--- src/rtl/mem_arbiter_ctrl_if.sv ---
// Bus bundle between the arbiter, the two L1 cache controllers and the
// physical memory port. The master modport is the arbiter's view. The slave
// modport is the environment's view (both caches and the memory model).
//
// Handshake: a cache raises *_pmem_read / dcache_pmem_write as a level and
// holds it until its one-cycle *_mem_resp, then drops it the following cycle.
// The arbiter raises pmem_read / pmem_write as a level and holds it, with a
// stable address and data, until memory returns a one-cycle pmem_resp.
// pmem_rdata is valid in the pmem_resp cycle only.
interface mem_arbiter_ctrl_if;
  logic         icache_pmem_read;
  logic [15:0]  icache_pmem_address;
  logic [127:0] icache_mem_rdata;
  logic         icache_mem_resp;
  logic         dcache_pmem_read;
  logic         dcache_pmem_write;
  logic [15:0]  dcache_pmem_address;
  logic [127:0] dcache_pmem_wdata;
  logic [127:0] dcache_mem_rdata;
  logic         dcache_mem_resp;
  logic         pmem_read;
  logic         pmem_write;
  logic [15:0]  pmem_address;
  logic [127:0] pmem_wdata;
  logic [127:0] pmem_rdata;
  logic         pmem_resp;

  modport master (
    input  icache_pmem_read, icache_pmem_address,
    output icache_mem_rdata, icache_mem_resp,
    input  dcache_pmem_read, dcache_pmem_write, dcache_pmem_address, dcache_pmem_wdata,
    output dcache_mem_rdata, dcache_mem_resp,
    output pmem_read, pmem_write, pmem_address, pmem_wdata,
    input  pmem_rdata, pmem_resp
  );

  modport slave (
    output icache_pmem_read, icache_pmem_address,
    input  icache_mem_rdata, icache_mem_resp,
    output dcache_pmem_read, dcache_pmem_write, dcache_pmem_address, dcache_pmem_wdata,
    input  dcache_mem_rdata, dcache_mem_resp,
    input  pmem_read, pmem_write, pmem_address, pmem_wdata,
    output pmem_rdata, pmem_resp
  );
endinterface

--- src/rtl/mem_arbiter_ctrl.sv ---
// Physical-memory arbiter for the split L1 icache/dcache. One transaction at a
// time: arbitrate in IDLE, latch the request, run it on the pmem port from the
// latched copy, then pulse the requester's resp from a DONE state. The dcache
// has priority, but after DCACHE_BURST_MAX consecutive dcache grants with the
// icache waiting, the icache is served. All outputs come from flops or from a
// decode of the state register, so there is no input-to-output path.
module mem_arbiter_ctrl #(
  parameter int unsigned DCACHE_BURST_MAX = 2
) (
  input  logic                clk,
  input  logic                rst,
  mem_arbiter_ctrl_if.master  bus,
  output logic [2:0]          dbg_state
);

  typedef enum logic [2:0] {
    IDLE   = 3'd0,
    I_BUSY = 3'd1,
    D_BUSY = 3'd2,
    I_DONE = 3'd3,
    D_DONE = 3'd4
  } state_t;

  localparam logic [2:0] BURST_MAX = 3'(DCACHE_BURST_MAX);

  state_t       state_q, state_d;
  logic [2:0]   burst_cnt_q, burst_cnt_d;
  logic [15:0]  addr_q, addr_d;
  logic [127:0] wdata_q, wdata_d;
  logic         is_write_q, is_write_d;
  logic [127:0] i_rdata_q, i_rdata_d;
  logic [127:0] d_rdata_q, d_rdata_d;
  logic         i_req, d_req, grant_d, grant_i;

  // State and latched-request registers; reset clears everything visible.
  always_ff @(posedge clk) begin
    if (rst) begin
      state_q     <= IDLE;
      burst_cnt_q <= 3'd0;
      addr_q      <= 16'd0;
      wdata_q     <= 128'd0;
      is_write_q  <= 1'b0;
      i_rdata_q   <= 128'd0;
      d_rdata_q   <= 128'd0;
    end else begin
      state_q     <= state_d;
      burst_cnt_q <= burst_cnt_d;
      addr_q      <= addr_d;
      wdata_q     <= wdata_d;
      is_write_q  <= is_write_d;
      i_rdata_q   <= i_rdata_d;
      d_rdata_q   <= d_rdata_d;
    end
  end

  // Next-state: arbitration in IDLE only; BUSY waits for pmem_resp; DONE lasts one cycle.
  always_comb begin
    state_d     = state_q;
    burst_cnt_d = burst_cnt_q;
    addr_d      = addr_q;
    wdata_d     = wdata_q;
    is_write_d  = is_write_q;
    i_rdata_d   = i_rdata_q;
    d_rdata_d   = d_rdata_q;
    i_req       = bus.icache_pmem_read;
    d_req       = bus.dcache_pmem_read | bus.dcache_pmem_write;
    // The dcache wins unless the icache has waited through a full burst.
    grant_d     = 1'b0;
    grant_i     = 1'b0;
    case (state_q)
      IDLE: begin
        grant_d = d_req && (!i_req || (burst_cnt_q != BURST_MAX));
        grant_i = i_req && !grant_d;
        if (grant_d) begin
          state_d    = D_BUSY;
          addr_d     = bus.dcache_pmem_address;
          // Read and write together is illegal; treat it as a write-back.
          is_write_d = bus.dcache_pmem_write;
          if (bus.dcache_pmem_write) wdata_d = bus.dcache_pmem_wdata;
          if (i_req) begin
            if (burst_cnt_q != BURST_MAX) burst_cnt_d = burst_cnt_q + 3'd1;
          end else begin
            burst_cnt_d = 3'd0;
          end
        end else if (grant_i) begin
          state_d     = I_BUSY;
          addr_d      = bus.icache_pmem_address;
          is_write_d  = 1'b0;
          burst_cnt_d = 3'd0;
        end
      end
      I_BUSY: begin
        if (bus.pmem_resp) begin
          i_rdata_d = bus.pmem_rdata;
          state_d   = I_DONE;
        end
      end
      D_BUSY: begin
        if (bus.pmem_resp) begin
          // Write-back completions leave the dcache read block untouched.
          if (!is_write_q) d_rdata_d = bus.pmem_rdata;
          state_d = D_DONE;
        end
      end
      I_DONE:  state_d = IDLE;
      D_DONE:  state_d = IDLE;
      default: state_d = IDLE;
    endcase
  end

  // Output decode from state and latched registers only.
  assign bus.pmem_read        = (state_q == I_BUSY) || ((state_q == D_BUSY) && !is_write_q);
  assign bus.pmem_write       = (state_q == D_BUSY) && is_write_q;
  assign bus.pmem_address     = addr_q;
  assign bus.pmem_wdata       = wdata_q;
  assign bus.icache_mem_resp  = (state_q == I_DONE);
  assign bus.dcache_mem_resp  = (state_q == D_DONE);
  assign bus.icache_mem_rdata = i_rdata_q;
  assign bus.dcache_mem_rdata = d_rdata_q;
  assign dbg_state            = state_q;

endmodule

--- src/flat_wrapper.sv ---
// flat-port wrapper written by rule: the top's interface ports become plain ports
module mem_arbiter_ctrl_flat 
#(
  parameter int unsigned DCACHE_BURST_MAX = 2
)
  (clk, rst, dbg_state, bus_icache_pmem_read, bus_icache_pmem_address, bus_icache_mem_rdata, bus_icache_mem_resp, bus_dcache_pmem_read, bus_dcache_pmem_write, bus_dcache_pmem_address, bus_dcache_pmem_wdata, bus_dcache_mem_rdata, bus_dcache_mem_resp, bus_pmem_read, bus_pmem_write, bus_pmem_address, bus_pmem_wdata, bus_pmem_rdata, bus_pmem_resp);
  mem_arbiter_ctrl_if bus_i ();
  input  logic clk;
  input  logic rst;
  output logic [2:0] dbg_state;
  input wire logic [$bits(bus_i.icache_pmem_read)-1:0] bus_icache_pmem_read;
  input wire logic [$bits(bus_i.icache_pmem_address)-1:0] bus_icache_pmem_address;
  output wire logic [$bits(bus_i.icache_mem_rdata)-1:0] bus_icache_mem_rdata;
  output wire logic [$bits(bus_i.icache_mem_resp)-1:0] bus_icache_mem_resp;
  input wire logic [$bits(bus_i.dcache_pmem_read)-1:0] bus_dcache_pmem_read;
  input wire logic [$bits(bus_i.dcache_pmem_write)-1:0] bus_dcache_pmem_write;
  input wire logic [$bits(bus_i.dcache_pmem_address)-1:0] bus_dcache_pmem_address;
  input wire logic [$bits(bus_i.dcache_pmem_wdata)-1:0] bus_dcache_pmem_wdata;
  output wire logic [$bits(bus_i.dcache_mem_rdata)-1:0] bus_dcache_mem_rdata;
  output wire logic [$bits(bus_i.dcache_mem_resp)-1:0] bus_dcache_mem_resp;
  output wire logic [$bits(bus_i.pmem_read)-1:0] bus_pmem_read;
  output wire logic [$bits(bus_i.pmem_write)-1:0] bus_pmem_write;
  output wire logic [$bits(bus_i.pmem_address)-1:0] bus_pmem_address;
  output wire logic [$bits(bus_i.pmem_wdata)-1:0] bus_pmem_wdata;
  input wire logic [$bits(bus_i.pmem_rdata)-1:0] bus_pmem_rdata;
  input wire logic [$bits(bus_i.pmem_resp)-1:0] bus_pmem_resp;
  assign bus_i.icache_pmem_read = bus_icache_pmem_read;
  assign bus_i.icache_pmem_address = bus_icache_pmem_address;
  assign bus_icache_mem_rdata = bus_i.icache_mem_rdata;
  assign bus_icache_mem_resp = bus_i.icache_mem_resp;
  assign bus_i.dcache_pmem_read = bus_dcache_pmem_read;
  assign bus_i.dcache_pmem_write = bus_dcache_pmem_write;
  assign bus_i.dcache_pmem_address = bus_dcache_pmem_address;
  assign bus_i.dcache_pmem_wdata = bus_dcache_pmem_wdata;
  assign bus_dcache_mem_rdata = bus_i.dcache_mem_rdata;
  assign bus_dcache_mem_resp = bus_i.dcache_mem_resp;
  assign bus_pmem_read = bus_i.pmem_read;
  assign bus_pmem_write = bus_i.pmem_write;
  assign bus_pmem_address = bus_i.pmem_address;
  assign bus_pmem_wdata = bus_i.pmem_wdata;
  assign bus_i.pmem_rdata = bus_pmem_rdata;
  assign bus_i.pmem_resp = bus_pmem_resp;
  mem_arbiter_ctrl #(.DCACHE_BURST_MAX(DCACHE_BURST_MAX)) u_core (.clk(clk), .rst(rst), .bus(bus_i), .dbg_state(dbg_state));
endmodule
--- config.mk ---
export PLATFORM = sky130hd
export DESIGN_NAME = mem_arbiter_ctrl_flat
export DESIGN_NICKNAME = d
export VERILOG_FILES = /design/src/rtl/mem_arbiter_ctrl_if.sv /design/src/rtl/mem_arbiter_ctrl.sv /design/src/flat_wrapper.sv
export SDC_FILE = /design/constraint.sdc
export NUM_CORES = 1
export LEC_CHECK = 0
export CORE_MARGIN = 5
export CORE_UTILIZATION = 25
export DETAILED_ROUTE_END_ITERATION = 7
export HOLD_SLACK_MARGIN = 0.08
export PLACE_DENSITY = 0.5
export SYNTH_ARGS = -nofsm -noshare
export SYNTH_HDL_FRONTEND = slang
export SYNTH_SLANG_ARGS = --single-unit
--- constraint.sdc ---
create_clock -name clk -period 1.4 [get_ports clk]
set_input_delay 0.28 -clock clk [delete_from_list [all_inputs] [get_ports clk]]
set_output_delay 0.28 -clock clk [all_outputs]
set_load 0.05 [all_outputs]
* Word-level counts from Yosys, hierarchy flattened
Index checks and enable logic that the tools add are counted.
** Word-level totals
- Word-level logic and storage cells :: 49
- Flip-flop bits (word level) :: 407
- Bits of input ports :: 294
- Output and inout port bits :: 407
** Operators by class
- Muxes and demuxes :: 13
- Reduce and logical (&&, ||, !) cells :: 17
- Add/subtract/negate cells :: 1
- Eq/ne operators :: 9
- Bitwise logic cells :: 2
** Operators by type and width (count)
- $mux W16 :: 2
- $mux W3 :: 8
- $reduce_and A3 Y1 :: 4
- $pmux W3 S3 :: 1
- $eq A3 B2 Y1 const B :: 2
- $ne A3 B2 Y1 const B :: 2
- $logic_and A1 B1 Y1 :: 4
- $ne A2 B2 Y1 const B :: 2
- $reduce_and A2 Y1 :: 2
- $add A3 B1 Y3 const B :: 1
- $eq A3 B1 Y1 const B :: 1
- $eq A3 B3 Y1 const B :: 1
- $logic_not A1 Y1 :: 3
- $logic_not A3 Y1 :: 1
- $ne A3 B1 Y1 const B :: 1
- $logic_or A1 B1 Y1 :: 2
- $mux W1 :: 2
- $reduce_bool A2 Y1 :: 1
- $not A1 Y1 :: 1
- $or A1 B1 Y1 :: 1

* Logic depth before layout (Yosys ltp)
Gate-level depths: netlist of run 1.
- Depth in word-level cells :: 8
- Gate-level depth with buffers :: 8

* Least setup slack after synthesis of run 1
No wires, ideal clock.
- Kind :: reg2out
- Start point :: register u_core.state_q[2] (netlist: u_core.dbg_state[2])
- End point :: output port bus_dcache_mem_resp
- Setup slack :: -974 ps
- Data arrival time :: 2094 ps
- Path buffers :: 1
- Cell stages (with the launch flop) :: 3
- Cells stage by stage :: dfxtp_1 -> clkbuf_2 -> nor3b_1
** On the way
- Word-level cells in the longest chain between the ends :: 1
** Ends and longest elaborated chain
- start: declaration :: RTL line mem_arbiter_ctrl.sv:26 : state_t state_q, state_d;
- start signal: assignment :: RTL line mem_arbiter_ctrl.sv:46 : state_q <= state_d;
- $eq A3 B3 Y1 :: RTL line mem_arbiter_ctrl.sv:117 : assign bus.dcache_mem_resp = (state_q == D_DONE);
- end: declaration :: RTL line flat_wrapper.sv:20 : output wire logic [$bits(bus_i.dcache_mem_resp)-1:0] bus_dcache_mem_resp;
No other way between the ends.

* Worst setup path after layout of run 1
- Start point :: register u_core.state_q[1] (netlist: u_core.dbg_state[1])
- End point :: output port bus_pmem_read
** On the way
- Word-level cells in the longest chain between the ends :: 3
- Elaborated cells on any way between the ends :: 4
- Those cells by class :: eq/ne (2); reduce/logical (2)
** Ends and longest elaborated chain
- $eq A3 B2 Y1 :: RTL line mem_arbiter_ctrl.sv:112 : assign bus.pmem_read = (state_q == I_BUSY) || ((state_q == D_BUSY) && !is_write_q);
- $logic_and A1 B1 Y1 :: RTL line mem_arbiter_ctrl.sv:112
- $logic_or A1 B1 Y1 * :: RTL line mem_arbiter_ctrl.sv:112
- end: declaration :: RTL line flat_wrapper.sv:21 : output wire logic [$bits(bus_i.pmem_read)-1:0] bus_pmem_read;
Mark *: on every way between the ends. The rest lies on a longest branch, timed or not.

==> results of run 1 <==
==> routing by layer <==
metal / global-route usage (%) / routed length (um) / up-vias / part of all wire [%]
met1: 23.46 / 32040 / 8186 / 38
met5: 0 / 47 / - / 0.055
met3: 7.551 / 6787 / 118 / 8.0
li1: - / - / 7891 / -
met2: 37.33 / 44090 / 554 / 52
met4: 6.025 / 2377 / 8 / 2.8
==> registers in the layout (all words and copies together), names as in the netlist <==
| register | flops |
|---|---|
| u_core.is_write_q | 1 |
| u_core.bus.icache_mem_rdata | 128 |
| u_core.burst_cnt_q | 3 |
| u_core.bus.pmem_address | 16 |
| u_core.bus.pmem_wdata | 128 |
| u_core.dbg_state | 3 |
| u_core.bus.dcache_mem_rdata | 128 |
==> cells by family (layout without fill, tap and decap cells) <==
group	count (synthesis)	count (layout)	share of synthesized area, %
AO/OA/AOI/OAI	445	445	14.09
adder cells (fa/ha/maj)	2	2	0.1477
buffers and inverters	174	1011	6.199
flip-flops	407	407	48.11
multiplexers	129	129	7.625
other	0	11	0
AND/OR/NAND/NOR	683	683	23.83
==> path summary, 6_finish.rpt <==
kind	depth (start not counted)	to	slack, ps	start
max reg2reg	8	u_core.bus.pmem_wdata[2]	-340	u_core.dbg_state[0]
min reg2reg	2	u_core.bus.icache_mem_rdata[93]	470	u_core.bus.icache_mem_rdata[93]
min	3	u_core.bus.pmem_wdata[93]	190	rst
max	4	bus_pmem_read	-380	u_core.dbg_state[1]
==> metrics by stage <==
stage / power (mW) / util [%] / TNS [ps] / hold slack, ps
detailed placement: 22.46 / 43.87 / -186080 / 483.3
global placement: 22.37 / 43.87 / -175880 / 478.1
finish: 36.66 / 51.36 / -68820 / 190.8
floorplan: 17.44 / - / -16860 / 416.0
global route: 37.97 / 51.35 / -99640 / 188.2
CTS: 36.51 / 48.89 / -95410 / 161.2
==> where the power goes <==
part           switching [mW]  leakage, nW  total [mW]  internal, mW
combinational            5.39         8.14        10.7          5.34
clock                    5.27        0.778        12.8          7.56
sequential              0.719         3.50        13.1          12.4
==> cell usage after synthesis (2+ instances only) <==
| master | number | area share (%) |
|---|---|---|
| and3b_1 | 2 | 0.10 |
| clkbuf_2 | 2 | 0.059 |
| o21ai_1 | 10 | 0.30 |
| buf_1 | 2 | 0.044 |
| a21oi_1 | 255 | 7.5 |
| nand3b_1 | 16 | 0.71 |
| buf_2 | 36 | 1.1 |
| o21ai_0 | 136 | 4.0 |
| a311oi_1 | 17 | 0.88 |
| buf_8 | 2 | 0.18 |
| and4bb_2 | 2 | 0.15 |
| inv_1 | 2 | 0.044 |
| clkbuf_1 | 89 | 2.0 |
| buf_4 | 16 | 0.71 |
| nor3_1 | 2 | 0.059 |
| mux2i_1 | 129 | 7.6 |
| nor2_1 | 5 | 0.11 |
| nand3_2 | 100 | 5.9 |
| ha_1 | 2 | 0.15 |
| nand4bb_1 | 2 | 0.13 |
| a21oi_2 | 20 | 1.0 |
| nand3_1 | 29 | 0.86 |
| nand2b_1 | 258 | 9.5 |
| buf_12 | 9 | 1.1 |
| nand2_1 | 257 | 5.7 |
| dfxtp_1 | 407 | 48 |
| buf_6 | 16 | 1.1 |
==> area by class of cell <==
type | instances | area [um^2] | area share [%]
Clock buffer | 76 | 1470 | 4.262
Tap cell | 873 | 1092 | 3.167
Clock inverter | 10 | 121.4 | 0.3519
Multi-Input combinational cell | 1259 | 8692 | 25.20
Sequential cell | 407 | 8686 | 25.18
Antenna cell | 11 | 27.53 | 0.07981
Inverter | 2 | 12.51 | 0.03628
Timing Repair Buffer | 923 | 14390 | 41.72
==> repair_timing <==
action	in CTS	in global routing
pin swaps	5	40
setup endpoints to repair	576	753
setup buffers	56	35
resized for setup	477	336
gates cloned	18	26
==> critical path, stage by stage (launching register included) <==
cell and delay, ps:
dfxtp_4 350, buf_8 130, mux2i_1 220, nor2_2 50
buf_6 150
==> impl_metrics.env, run 1 <==
export IMPL_drv_slew=0
export IMPL_fin_area_mm2=0.03449
export IMPL_ant_nets=0
export IMPL_viasPerCell=4.706
export IMPL_grt_pass1_wl_um=117300
export IMPL_routedWlPerCell_um=23.97
export IMPL_clockBufferDepth=3
export IMPL_path_max_fanout=6
export IMPL_grt_max_degree=80
export IMPL_async_flop_share_pct=0
export IMPL_cp_start_kind="flop"
export IMPL_power_density_mw_per_mm2=1063
export IMPL_peakVddDrop_mv=0.8037
export IMPL_pre_cts_ws_ps=-561.4
export IMPL_layout_commonest_cell="buf_12"
export IMPL_vias=16757
export IMPL_period_share_pct=126.9
export IMPL_clock_skew_ps=14.18
export IMPL_htree_levels=2
export IMPL_core_area_mm2=0.06716
export IMPL_most_common_layout_cells="462 x buf_12, 385 x dfxtp_2, 292 x clkdlybuf4s50_1"
export IMPL_nets=2939
export IMPL_layout_cells_non_filler=3561
export IMPL_synth_cell_types=44
export IMPL_port_buffers=700
export IMPL_finalSetupViolations=415
export IMPL_cp_arrival_ps=1500
export IMPL_place_gp_congestion=0.8529
export IMPL_layout_setup_ws_ps=-376.8
export IMPL_ios=701
export IMPL_die_h_um=270.3
export IMPL_die_w_um=270.3
export IMPL_ctsHoldBuffers=0
export IMPL_path_class="reg2out"
export IMPL_yosysWarningCount=0
export IMPL_dieArea_mm2=0.07305
export IMPL_cts_sinks=407
export IMPL_max_freq_mhz=562.8
export IMPL_antenna_found_initial=16
export IMPL_maxCapViolCount=0
export IMPL_crit_required_ps=1120
export IMPL_fillers=5800
export IMPL_syn_to_final_growth_pct=103.7
export IMPL_cp_end_kind="output pin"
export IMPL_syn_area_mm2=0.01693
export IMPL_period_minus_slack_ps=1777
export IMPL_clkTransAtPathRegs_ps=60
export IMPL_grt_overflow=0
export IMPL_cts_tree="done"
export IMPL_cellLeakagePower_nw=12.41
export IMPL_rsz0062_at_grt="yes"
export IMPL_drt_initial_drc_count=806
export IMPL_drc=0
export IMPL_root_buffer="clkbuf_16"
export IMPL_num_rows=95
export IMPL_dp_cells=3343
export IMPL_synthCells=1840
export IMPL_initial_core_util_pct=25.22
export IMPL_synth_ff_type="dfxtp_1"
export IMPL_cts_buffers=50
export IMPL_hold_viol=0
export IMPL_ys_ff_latch=407
export IMPL_timing_slew_headroom_pct=67.95
export IMPL_clock_latency_ps=610
export IMPL_dpl_hpwl_um=59060
export IMPL_yosysSeqAreaShare_pct=48.11
export IMPL_place_area_mm2=0.02946
export IMPL_status="finished, violations left"
export IMPL_synth_edf_count=0
export IMPL_routed_wl_um=85350
export IMPL_track_usage_pct=20.91
export IMPL_drive_above_1_share_pct=52.90
export IMPL_min_path_type="in2reg"
export IMPL_synth_nets=2136
export IMPL_grt_pass1_vias=16979
export IMPL_violations="setup timing"
export IMPL_tightest_slew_ps=480.7
export IMPL_first_pass_iters=5
export IMPL_synth_area_per_cell_um2=9.204
Power figures use the tool's default switching activity.
==> run 2: changes to the inputs <==
- PLACE_DENSITY: 0.5 -> 0.57
==> run 2 against run 1 <==
Effect of this change:
- first-iteration DRC count up 8.7%
- flip-flop and latch count unchanged
- the flow still finishes with violations (setup timing)
- critical path type unchanged
- largest power group unchanged
- register-to-register slack improved by 20 ps
- critical endpoint unchanged
==> impl_metrics.env, run 2 (same netlist as run 1, synthesis figures left out) <==
export IMPL_top_layer="met5"
export IMPL_port_buffers=700
export IMPL_nets=2937
export IMPL_min_path_type="in2reg"
export IMPL_drc=0
export IMPL_clkTransAtPathRegs_ps=60
export IMPL_drv_slew=0
export IMPL_clockBufferDepth=3
export IMPL_pre_cts_ws_ps=-501.7
export IMPL_core_area_mm2=0.06716
export IMPL_cts_sinks=407
export IMPL_syn_to_final_growth_pct=109.3
export IMPL_routed_wl_um=85210
export IMPL_drt_initial_drc_count=876
export IMPL_layout_setup_ws_ps=-394.0
export IMPL_cts_buffers=48
export IMPL_period_share_pct=128.1
export IMPL_clock_skew_ps=13.32
export IMPL_cp_slowest_cell="dfxtp_4"
export IMPL_place_gp_congestion=0.8490
export IMPL_routedWlPerCell_um=23.97
export IMPL_most_common_layout_cells="458 x buf_12, 390 x dfxtp_2, 292 x clkdlybuf4s50_1"
export IMPL_status="finished, violations left"
export IMPL_ant_nets=0
export IMPL_vias=17010
export IMPL_path_max_fanout=6
export IMPL_path_class="reg2out"
export IMPL_cp_arrival_ps=1510
export IMPL_fillers=5594
export IMPL_root_buffer="clkbuf_16"
export IMPL_hold_viol=0
export IMPL_tightest_slew_ps=414.8
export IMPL_critical_path_max_stage_delay_ps=350
export IMPL_die_h_um=270.3
export IMPL_dieArea_mm2=0.07305
export IMPL_maxCapViolCount=0
export IMPL_ios=701
export IMPL_cp_start_kind="flop"
export IMPL_antenna_found_initial=12
export IMPL_grt_max_degree=95
export IMPL_layout_cells_non_filler=3555
export IMPL_max_freq_mhz=557.4
export IMPL_die_w_um=270.3
export IMPL_cellLeakagePower_nw=13.02
export IMPL_layout_commonest_cell="buf_12"
export IMPL_peakVddDrop_mv=0.8653
export IMPL_cts_tree="done"
export IMPL_timing_slew_headroom_pct=71.63
export IMPL_dpl_hpwl_um=57610
export IMPL_viasPerCell=4.785
export IMPL_rsz0062_at_grt="yes"
export IMPL_crit_chain="buf_8, nor2_4, mux2i_4, nor2_2, buf_6"
export IMPL_crit_required_ps=1120
export IMPL_drive_above_1_share_pct=56.71
export IMPL_num_rows=95
export IMPL_period_minus_slack_ps=1794
export IMPL_grt_pass1_vias=17139
export IMPL_fin_util_pct=52.79
export IMPL_tns_ps=-88060
export IMPL_initial_core_util_pct=25.22
export IMPL_routedLengthMet1_um=31130
export IMPL_first_pass_iters=5
export IMPL_route_met2_wl_um=43590
export IMPL_track_usage_pct=20.68
export IMPL_violations="setup timing"
export IMPL_timing_hold_ws_ps=262.8
export IMPL_clock_latency_ps=590
export IMPL_cp_end_kind="output pin"
export IMPL_finalSetupViolations=414
export IMPL_dp_cells=3348
export IMPL_htree_levels=2
export IMPL_power_density_mw_per_mm2=1044
export IMPL_grt_overflow=0
export IMPL_grt_pass1_wl_um=116600
export IMPL_wl_met3_um=6985
run 2: cell types whose count changed in the layout (fill, tap and decap cells not counted), sizes merged:
| cell | change |
|---|---|
| buf | -2 |
| bufinv | +3 |
| clkbuf | -6 |
| clkinv | +1 |
| clkinvlp | +1 |
| diode | -4 |
| dlygate4sd3 | +1 |
run 2: worst max-delay path, delay by kind of cell, from the launching register on:
kind | cells | cell delay [ps]
simple gates | 2 | 190
flops | 1 | 350
mux | 1 | 80
buf+inv | 2 | 310
run 2: final timing paths:
kind	start	end	slack, ps	depth (start not counted)
max	u_core.dbg_state[0]	bus_pmem_read	-390	5
min	bus_dcache_pmem_wdata[95]	u_core.bus.pmem_wdata[95]	260	3
max reg2reg	u_core.dbg_state[0]	u_core.bus.pmem_wdata[59]	-320	8
min reg2reg	u_core.bus.icache_mem_rdata[123]	u_core.bus.icache_mem_rdata[123]	470	2
run 2: final cells by class:
type	instances	area [um^2]	share of cell area, %
clock buffer	69	1370	3.864
inverter	2	12.51	0.03529
sequential	407	8677	24.47
multi-input combinational	1259	9354	26.38
clock inverter	15	239.0	0.6741
antenna	7	17.52	0.04941
timing repair buffer	923	14690	41.44
tap	873	1092	3.081
run 2: what timing repair did:
item / in CTS / in global routing
setup endpoints to repair: 634 / 609
cloned: 26 / 29
resized for setup: 508 / 509
buffers inserted: 45 / 29
hold endpoints to repair: 1 / 0
pin swaps: 4 / 151
hold buffers: 1 / 0
run 2: layer usage:
metal  vias to the layer above  global-route usage, %
li1                       7873                      -
met5                         -                      0
met1                      8331                  22.44
met3                       174                  7.498
met4                         8                  7.629
met2                       624                  37.00
run 2: where the power goes:
part / switching, mW / total [mW] / internal (mW) / leakage, nW
clock network: 5.26 / 13.0 / 7.73 / 0.782
logic: 5.51 / 10.9 / 5.42 / 8.75
registers: 0.725 / 13.1 / 12.4 / 3.50
run 2: per-stage QoR:
step	cell area, um^2	power, mW
global placement	29340	22.27
global route	35450	38.25
CTS	33050	36.60
detailed placement	29340	22.38
floorplan	17100	17.44
finish	35450	37.03
==> run 3: changes to the inputs <==
- CAP_MARGIN: not set -> 20
==> results of run 3 <==
Same layout as run 2: the final DEF is identical, and so are final timing and power.
